<file path="src/rtl/ldpc_sched_pkg.sv">
// Shared definitions for the NB-LDPC decode sequencer: state encoding and
// default code dimensions used by both the scheduler and the datapath.
package ldpc_sched_pkg;

   typedef enum logic [2:0] {
      ST_IDLE = 3'd0,
      ST_LOAD = 3'd1,
      ST_CNU  = 3'd2,
      ST_SYN  = 3'd3,
      ST_OUT  = 3'd4,
      ST_FIN  = 3'd5
   } state_t;

   localparam int DEF_N_COLS   = 48;
   localparam int DEF_N_ROWS   = 24;
   localparam int DEF_DC       = 4;
   localparam int DEF_MAX_ITER = 10;

endpackage

</file>
<file path="src/rtl/sched_counter.sv">
// Up-counter with synchronous clear (priority over enable) and a flag that
// reports when the count equals a caller-supplied terminal value.
module sched_counter #(
   parameter int WIDTH = 8
) (
   input  logic             clk,
   input  logic             reset,
   input  logic             clr,
   input  logic             en,
   input  logic [WIDTH-1:0] terminal,
   output logic [WIDTH-1:0] count,
   output logic             at_terminal
);

   // NOTE: sequential state uses <= so every counter samples pre-edge values.
   always_ff @(posedge clk) begin
      if (reset || clr)
         count <= '0;
      else if (en)
         count <= count + 1'b1;
   end

   assign at_terminal = (count == terminal);

endmodule

</file>
<file path="src/rtl/ldpc_iter_scheduler.sv">
// Decode sequencer: LOAD -> (CNU sweep -> SYN)* -> OUT -> FIN, with early exit
// on a zero syndrome and a hard stop after MAX_ITER iterations.
module ldpc_iter_scheduler
   import ldpc_sched_pkg::*;
#(
   parameter int N_COLS   = DEF_N_COLS,
   parameter int N_ROWS   = DEF_N_ROWS,
   parameter int DC       = DEF_DC,
   parameter int MAX_ITER = DEF_MAX_ITER,
   parameter int ADDR_W   = 13,
   parameter int EDGE_W   = 2,
   parameter int ITER_W   = 5
) (
   input  logic              clk,
   input  logic              reset,
   input  logic              start,
   input  logic              llr_valid,
   input  logic              syn_valid,
   input  logic              syn_zero,
   input  logic              out_ready,
   output logic              load_en,
   output logic [ADDR_W-1:0] load_addr,
   output logic              cnu_en,
   output logic [ADDR_W-1:0] row_addr,
   output logic [EDGE_W-1:0] edge_idx,
   output logic              syn_start,
   output logic              out_valid,
   output logic [ADDR_W-1:0] out_addr,
   output logic [ITER_W-1:0] iter_count,
   output logic              busy,
   output logic              done,
   output logic              converged
);

   localparam logic [ADDR_W-1:0] COL_LAST  = ADDR_W'(N_COLS - 1);
   localparam logic [ADDR_W-1:0] ROW_LAST  = ADDR_W'(N_ROWS - 1);
   localparam logic [EDGE_W-1:0] EDGE_LAST = EDGE_W'(DC - 1);
   localparam logic [ITER_W-1:0] ITER_LAST = ITER_W'(MAX_ITER - 1);

   state_t state;
   logic   syn_first;

   logic              st_idle, st_load, st_cnu, st_syn, st_out, st_fin;
   logic              accept_start;
   logic [ADDR_W-1:0] col_count, row_count;
   logic [EDGE_W-1:0] edge_count;
   logic              col_last, row_last, edge_last, iter_last;
   logic              load_beat, out_beat;

   assign st_idle = (state == ST_IDLE);
   assign st_load = (state == ST_LOAD);
   assign st_cnu  = (state == ST_CNU);
   assign st_syn  = (state == ST_SYN);
   assign st_out  = (state == ST_OUT);
   assign st_fin  = (state == ST_FIN);

   assign accept_start = st_idle && start;
   assign load_beat    = st_load && llr_valid;
   assign out_beat     = st_out && out_ready;

   // One column counter serves both the load and output sweeps.
   sched_counter #(.WIDTH(ADDR_W)) u_col (
      .clk         (clk),
      .reset       (reset),
      .clr         (accept_start || ((load_beat || out_beat) && col_last)),
      .en          (load_beat || out_beat),
      .terminal    (COL_LAST),
      .count       (col_count),
      .at_terminal (col_last)
   );

   sched_counter #(.WIDTH(EDGE_W)) u_edge (
      .clk         (clk),
      .reset       (reset),
      .clr         (accept_start || (st_cnu && edge_last)),
      .en          (st_cnu),
      .terminal    (EDGE_LAST),
      .count       (edge_count),
      .at_terminal (edge_last)
   );

   sched_counter #(.WIDTH(ADDR_W)) u_row (
      .clk         (clk),
      .reset       (reset),
      .clr         (accept_start || (st_cnu && edge_last && row_last)),
      .en          (st_cnu && edge_last),
      .terminal    (ROW_LAST),
      .count       (row_count),
      .at_terminal (row_last)
   );

   // iter_last flags the final permitted iteration; the count itself may
   // step once more to report MAX_ITER completed iterations.
   sched_counter #(.WIDTH(ITER_W)) u_iter (
      .clk         (clk),
      .reset       (reset),
      .clr         (accept_start),
      .en          (st_syn && syn_valid),
      .terminal    (ITER_LAST),
      .count       (iter_count),
      .at_terminal (iter_last)
   );

   always_ff @(posedge clk) begin
      if (reset) begin
         state     <= ST_IDLE;
         converged <= 1'b0;
         syn_first <= 1'b0;
      end else begin
         syn_first <= 1'b0;
         case (state)
            ST_IDLE: begin
               if (start) begin
                  converged <= 1'b0;
                  state     <= ST_LOAD;
               end
            end
            ST_LOAD: begin
               if (llr_valid && col_last)
                  state <= ST_CNU;
            end
            ST_CNU: begin
               if (edge_last && row_last) begin
                  syn_first <= 1'b1;
                  state     <= ST_SYN;
               end
            end
            ST_SYN: begin
               if (syn_valid) begin
                  if (syn_zero) begin
                     converged <= 1'b1;
                     state     <= ST_OUT;
                  end else if (iter_last) begin
                     converged <= 1'b0;
                     state     <= ST_OUT;
                  end else begin
                     state <= ST_CNU;
                  end
               end
            end
            ST_OUT: begin
               if (out_ready && col_last)
                  state <= ST_FIN;
            end
            ST_FIN:  state <= ST_IDLE;
            default: state <= ST_IDLE;
         endcase
      end
   end

   // Addresses are forced to zero outside their phase so idle outputs stay quiet.
   assign load_en   = load_beat;
   assign load_addr = st_load ? col_count : '0;
   assign cnu_en    = st_cnu;
   assign row_addr  = st_cnu ? row_count : '0;
   assign edge_idx  = st_cnu ? edge_count : '0;
   assign syn_start = st_syn && syn_first;
   assign out_valid = st_out;
   assign out_addr  = st_out ? col_count : '0;
   assign busy      = !st_idle;
   assign done      = st_fin;

endmodule
</file>
<file path="config.mk">
export PLATFORM = sky130hd
export DESIGN_NAME = ldpc_iter_scheduler
export DESIGN_NICKNAME = d
export VERILOG_FILES = /design/src/rtl/ldpc_sched_pkg.sv /design/src/rtl/sched_counter.sv /design/src/rtl/ldpc_iter_scheduler.sv
export SDC_FILE = /design/constraint.sdc
export NUM_CORES = 1
export LEC_CHECK = 0
export BUFFER_PORTS_ARGS = -buffer_cell sky130_fd_sc_hd__buf_2
export CORE_MARGIN = 2
export CORE_UTILIZATION = 52
export DETAILED_ROUTE_END_ITERATION = 7
export HOLD_SLACK_MARGIN = 0.06
export MAX_ROUTING_LAYER = met4
export PLACE_DENSITY_LB_ADDON = 0.25
export SYNTH_ARGS = -nofsm -noshare
export SYNTH_HDL_FRONTEND = slang
export SYNTH_SLANG_ARGS = --single-unit
</file>
<file path="constraint.sdc">
create_clock -name clk -period 2.8 [get_ports clk]
set_clock_uncertainty 0.15 [all_clocks]
set_input_delay 0 -clock clk [delete_from_list [all_inputs] [get_ports clk]]
set_output_delay 0 -clock clk [all_outputs]
set_load 0.02 [all_outputs]
</file>
Word-level counts from Yosys, hierarchy flattened
Index checks and enable logic that the tools add are counted.
Storage, ports and cells
  register bits: 38
  bits in latches: 0
  bits in writable memories: 0
  bits in read-only memories: 0
  bits of input ports: 7
  output and inout bits: 53
  word-level logic and storage cells: 70
  memories: 0
Operators by class
  add/subtract/negate cells: 4
  multiply operators: 0
  div/mod/pow operators: 0
  $lt $le $gt $ge: 0
  equality and inequality tests: 15
  shift-type cells: 0
  mux-type cells: 18
  bitwise gates (word level): 1
  reduce and logical (&&, ||, !) cells: 25
Operator list (count)
  two-way mux 13 bit: 3
  adder 13 x 1 -> 13 bit (second input constant): 2
  two-way mux 3 bit: 7
  one-hot mux 3 bit (5 select lines): 1
  equality test 13 x 5 -> 1 bit (second input constant): 1
  equality test 13 x 6 -> 1 bit (second input constant): 1
  logical AND 1 bit: 11
  logical OR 1 bit: 8
  equality test 3 x 2 -> 1 bit (second input constant): 2
  equality test 3 bit (second input constant): 2
  != test 2 x 1 -> 1 bit (second input constant): 3
  adder 5 x 1 -> 5 bit (second input constant): 1
  equality test 5 x 4 -> 1 bit (second input constant): 1
  two-way mux 1 bit: 5
  AND reduction 5 bit: 1
  != test 2 bit (second input constant): 2
  AND reduction 4 bit: 1
  equality test 3 x 1 -> 1 bit (second input constant): 1
  logical NOT 3 bit: 1
  != test 3 x 2 -> 1 bit (second input constant): 1
  adder 2 x 1 -> 2 bit (second input constant): 1
  equality test 2 bit (second input constant): 1
  two-way mux 2 bit: 1
  one-hot mux 1 bit (2 select lines): 1
  other kinds (4): 4

Longest topological paths before layout
  depth in word-level cells: 6
  depth in mapped cells: 7
  depth with buffers taken out: 6

By module
Synthesis repeated with hierarchy kept, for this count alone.
Unflattened totals
  cell total of the unflattened synthesis: 302
  area, all modules: 2547.4 um2
Modules (own cells, without submodules)
  sched_counter (u_col ...): instances 2, cells an instance 82, area each 732.0 um2, seq. area each 260.2 um2
  ldpc_iter_scheduler: instances 1, cells an instance 102, area each 725.7 um2, seq. area each 100.1 um2
  sched_counter (u_iter): instances 1, cells an instance 26, area each 252.7 um2, seq. area each 100.1 um2
  sched_counter (u_edge): instances 1, cells an instance 10, area each 105.1 um2, seq. area each 40.0 um2

Worst setup path after synthesis
No wires, ideal clock.
  path type: reg-to-reg
  from: register u_col.count[0]
  to: register state[1]
  setup time: 70 ps
  arrival: 1746 ps
  data required time: 2580 ps
  setup slack: 834 ps
  cell stages (with the launch flop): 7
  path buffers: 0
  period minus slack after synthesis: 1966 ps
  cell sequence: dfxtp_1 ha_1 and4b_1 nand4_1 a22o_1 or4b_1 a21oi_1
Between the ends
  longest elaborated chain between the ends: 4
  elaborated cells between the ends (all ways): 6
  those cells by class: eq/ne (3); reduce/logical (3)
Ends and longest elaborated chain
  start, declared: line sched_counter.sv:11  | output logic [WIDTH-1:0] count,
  start signal, assigned: line sched_counter.sv:20  | count <= count + 1'b1;
  equality test 13 x 6 -> 1 bit *: line sched_counter.sv:23  | assign at_terminal = (count == terminal);
  logical AND 1 bit (on tied branches): line ldpc_iter_scheduler.sv:142, ldpc_iter_scheduler.sv:119
  != test 2 x 1 -> 1 bit (no line)
  AND reduction 5 bit (no line) *
  end signal, assigned: line ldpc_iter_scheduler.sv:143  | state <= ST_FIN;
  end signal, assigned: line ldpc_iter_scheduler.sv:145  | ST_FIN: state <= ST_IDLE;
  end signal, assigned: line ldpc_iter_scheduler.sv:146  | default: state <= ST_IDLE;
  end, declared: line ldpc_iter_scheduler.sv:40  | state_t state;
Mark *: on every way between the ends. The rest lies on a longest branch, timed or not.
A chain may end at the register's enable or synchronous reset.

Worst setup path after layout
  from: register state[1]
  to: register u_row.count[5]
Between the ends
  longest elaborated chain between the ends: 5
  elaborated cells between the ends (all ways): 7
  those cells by class: eq/ne (1); reduce/logical (6)
Ends and longest elaborated chain
  start signal, assigned: line ldpc_iter_scheduler.sv:106  | state <= ST_IDLE;
  start signal, assigned: line ldpc_iter_scheduler.sv:115  | state <= ST_LOAD;
  start signal, assigned: line ldpc_iter_scheduler.sv:120  | state <= ST_CNU;
  equality test 3 x 2 -> 1 bit: line ldpc_iter_scheduler.sv:52  | assign st_cnu = (state == ST_CNU);
  logical AND 1 bit: line ldpc_iter_scheduler.sv:85, ldpc_iter_scheduler.sv:86
  logical AND 1 bit: line ldpc_iter_scheduler.sv:85  | .clr (accept_start || (st_cnu && edge_last && row_last)),
  logical OR 1 bit: line ldpc_iter_scheduler.sv:85
  logical OR 1 bit: line sched_counter.sv:17  | if (reset || clr)
  end signal, assigned: line sched_counter.sv:20
  end, declared: line sched_counter.sv:11
Parallel ways exist; a longest one is shown, timed or not.

==> results.yml <==
status:
  status: "completed"
critical_path:
  path_max_fanout: 14
  critPathCaptureType: "register"
  reg2reg_from: "state[1]$_SDFFE_PP0P_"
  arrival_ns: 2.34
  path_class: "register to register"
  crit_required_ns: 2.81
  critPathLaunch: "state[1]$_SDFFE_PP0P_"
  start_kind: "register"
cells_and_area:
  seq_area_um2: 760.7
  final_net_count: 334
  nFillCells: 363
  drive_gt1_share_pct: 24.92
  fin_area_mm2: 0.002645
  multi_input_area_mm2: 0.001355
  syn2layout_area_growth_pct: 21.15
  n_antenna_cell: 0
  fin_cells: 371
  fin_util_pct: 65.65
route:
  wl_um: 4805
  drtIter0Drc: 83
  vias: 1938
  drt_pre_antenna_iters: 4
  antenna_left: 0
  wire_per_inst_um: 12.95
  avgViaCountPerCell: 5.224
  drc_errors: 0
sta:
  hold_viol: 0
  rsz0062_at_grt: "no"
  tightestPinTransition_ns: 0.7698
  setup_viol: 0
  worst_slack_ns: 0.4673
  relSlewSlack_pct: 48.49
  whs_ns: 0.1295
  maxSlewViolCount: 0
  setup_tns_ns: 0
  layout_worst_path_cycle_share_pct: 83.31
  fin_crit_ns: 2.333
  max_freq_mhz: 428.7
global_routing:
  grt_pass1_vias: 1628
  grt_max_degree: 24
  track_usage_pct: 21.72
  grt_overflow: 0
  antenna_found_initial: 0
  grt_pass1_wl_um: 7534
synth:
  synth_cell_types: 43
  synth_area_per_cell_um2: 8.397
  synth_top_area_share_pct: 34.84
  synth_seq_cells: 38
  synth_top_area_cell: "dfxtp_1"
  async_flop_share_pct: 0
  synth_edf_count: 0
  netlist_area_mm2: 0.002183
  synthTopCellsByArea: "dfxtp_1 35%, and2_1 9.7%, xor2_1 7.2%, nor2_1 6.5%, and3_1 5.2%"
  mappedNetlistNets: 272
  yosys_warnings: 0
  ys_seq_area_share_pct: 34.84
  synth_common_cells: "38 x dfxtp_1, 38 x nor2_1, 34 x and2_1"
  ys.flop_type: "dfxtp_1"
  syn_inst: 260
die:
  ios: 60
  rows: 23
  die_y_um: 68.80
  dieWidth_um: 68.80
  die_area_mm2: 0.004733
  design.core.area_mm2: 0.004029
  initial_utilization_pct: 54.19
clocking:
  numCtsBuffers: 5
  cts-root-buf: "clkbuf_8"
  clock_latency_ns: 0.29
  clock-sinks: 38
  clock_path_buffers: 2
  htree_levels: 2
  cts_tree: "yes"
  clk_pin_slew_worst_paths_ns: 0.07
power:
  p_seq_share_pct: 45.3
  combinationalPowerShare_pct: 27.0
  clkPwrFrac_pct: 27.7
  power.internal_mw: 0.8741
  p_leak_nw: 1.226
  switchingPower_mw: 0.4618
  power.density_mw_per_mm2: 505.1
  power.share.switching_pct: 34.57
  vdd_drop_max_v: 0.0003347
  power_mw: 1.336
place:
  placed_area_mm2: 0.002522
  post-dp-hpwl_um: 3488
  preCtsSetupSlack_ns: 0.5140
  placed_cells: 361
  place_congestion: 0.8106
  port_buffers: 59
job:
  maxCapViolations: 0
worst_hold_path:
  hold_path_class: "input pin to register"
  min-delay-start: "out_ready"
-- placed cells by master, fill, tap and decap left out, types with 2 or more instances in the layout --
master and count:
nor2_1 38, a21oi_1 10, nand2b_1 2, nand3_1 14, and3b_1 2, and3_1 18
ha_1 5, nor3_1 3, nand2_1 10, nor4b_4 2, xnor2_1 10, xor2_1 18
dfxtp_1 38, and2_1 34, clkbuf_8 6, or3_1 2, dlygate4sd3_1 4, nand4_1 11
buf_4 4, inv_1 4, a2111oi_2 2, buf_2 59, nand3b_1 4, o21ai_0 2
-- final timing paths --
| check | end | slack [ns] | depth (start not counted) |
|---|---|---|---|
| setup reg to reg | u_row.count[5]$_SDFFE_PP0P_ | 0.47 | 5 |
| hold reg to reg | converged$_SDFFE_PP0P_ | 0.33 | 2 |
| setup / recovery | u_row.count[5]$_SDFFE_PP0P_ | 0.47 | 5 |
| hold / removal | state[0]$_SDFFE_PP0P_ | 0.13 | 5 |
-- critical path: stages, from the launching register on --
cell,delay (ns)
dfxtp_1,0.58
or3b_1,0.47
nor2_1,0.31
nand4_1,0.21
nand2b_1,0.38
nor2_1,0.10
-- power by group through the flow --
stage | logic (mW) | clock network (mW) | registers [mW]
after floorplan | 0.290 | 0 | 0.589
after global placement | 0.353 | 0 | 0.614
after detailed placement | 0.354 | 0 | 0.616
after CTS | 0.360 | 0.375 | 0.603
after global routing | 0.399 | 0.399 | 0.612
final | 0.361 | 0.370 | 0.605
-- per-layer routing --
| layer | wire length [µm] | GRT usage, % |
|---|---|---|
| met2 | 2259 | 34.98 |
| met1 | 2294 | 27.57 |
| met3 | 189 | 4.383 |
| met4 | 60 | 6.618 |
| met5 | 0 | - |
-- timing repair --
action                                 4_1_cts  5_1_grt
hold buffers                                 4        0
resized for setup                            0        0
endpoints found under the hold margin        9        0
buffers inserted                             0        0
-- kinds of logic (layout without fill, tap and decap cells) --
group                    after synthesis  in the layout  synth area share (%)
AO/OA/AOI/OAI                         21             21                 7.049
XOR/XNOR                              28             28                 11.23
adder cells (fa/ha/maj)                5              5                 2.865
buffers and inverters                 17             78                 3.094
flip-flops                            38             38                 34.84
multiplexers                           1              1                0.4585
AND/OR/NAND/NOR                      150            150                 40.46
-- registers in the layout, indices dropped and copies added, names as in the netlist --
signal,cells
state,3
syn_first,1
u_edge.count,2
u_row.count,13
u_col.count,13
converged,1
u_iter.count,5
-- area by class of cell --
| cell class | instances | area share [%] |
|---|---|---|
| flip-flops and latches | 38 | 28.76 |
| repair buffers | 67 | 13.81 |
| multi-input cells | 205 | 51.23 |
| well taps | 50 | 2.365 |
| inverters | 5 | 0.7096 |
| clock buffers | 6 | 3.122 |
No activity file was read; power rests on OpenSTA's default activity.
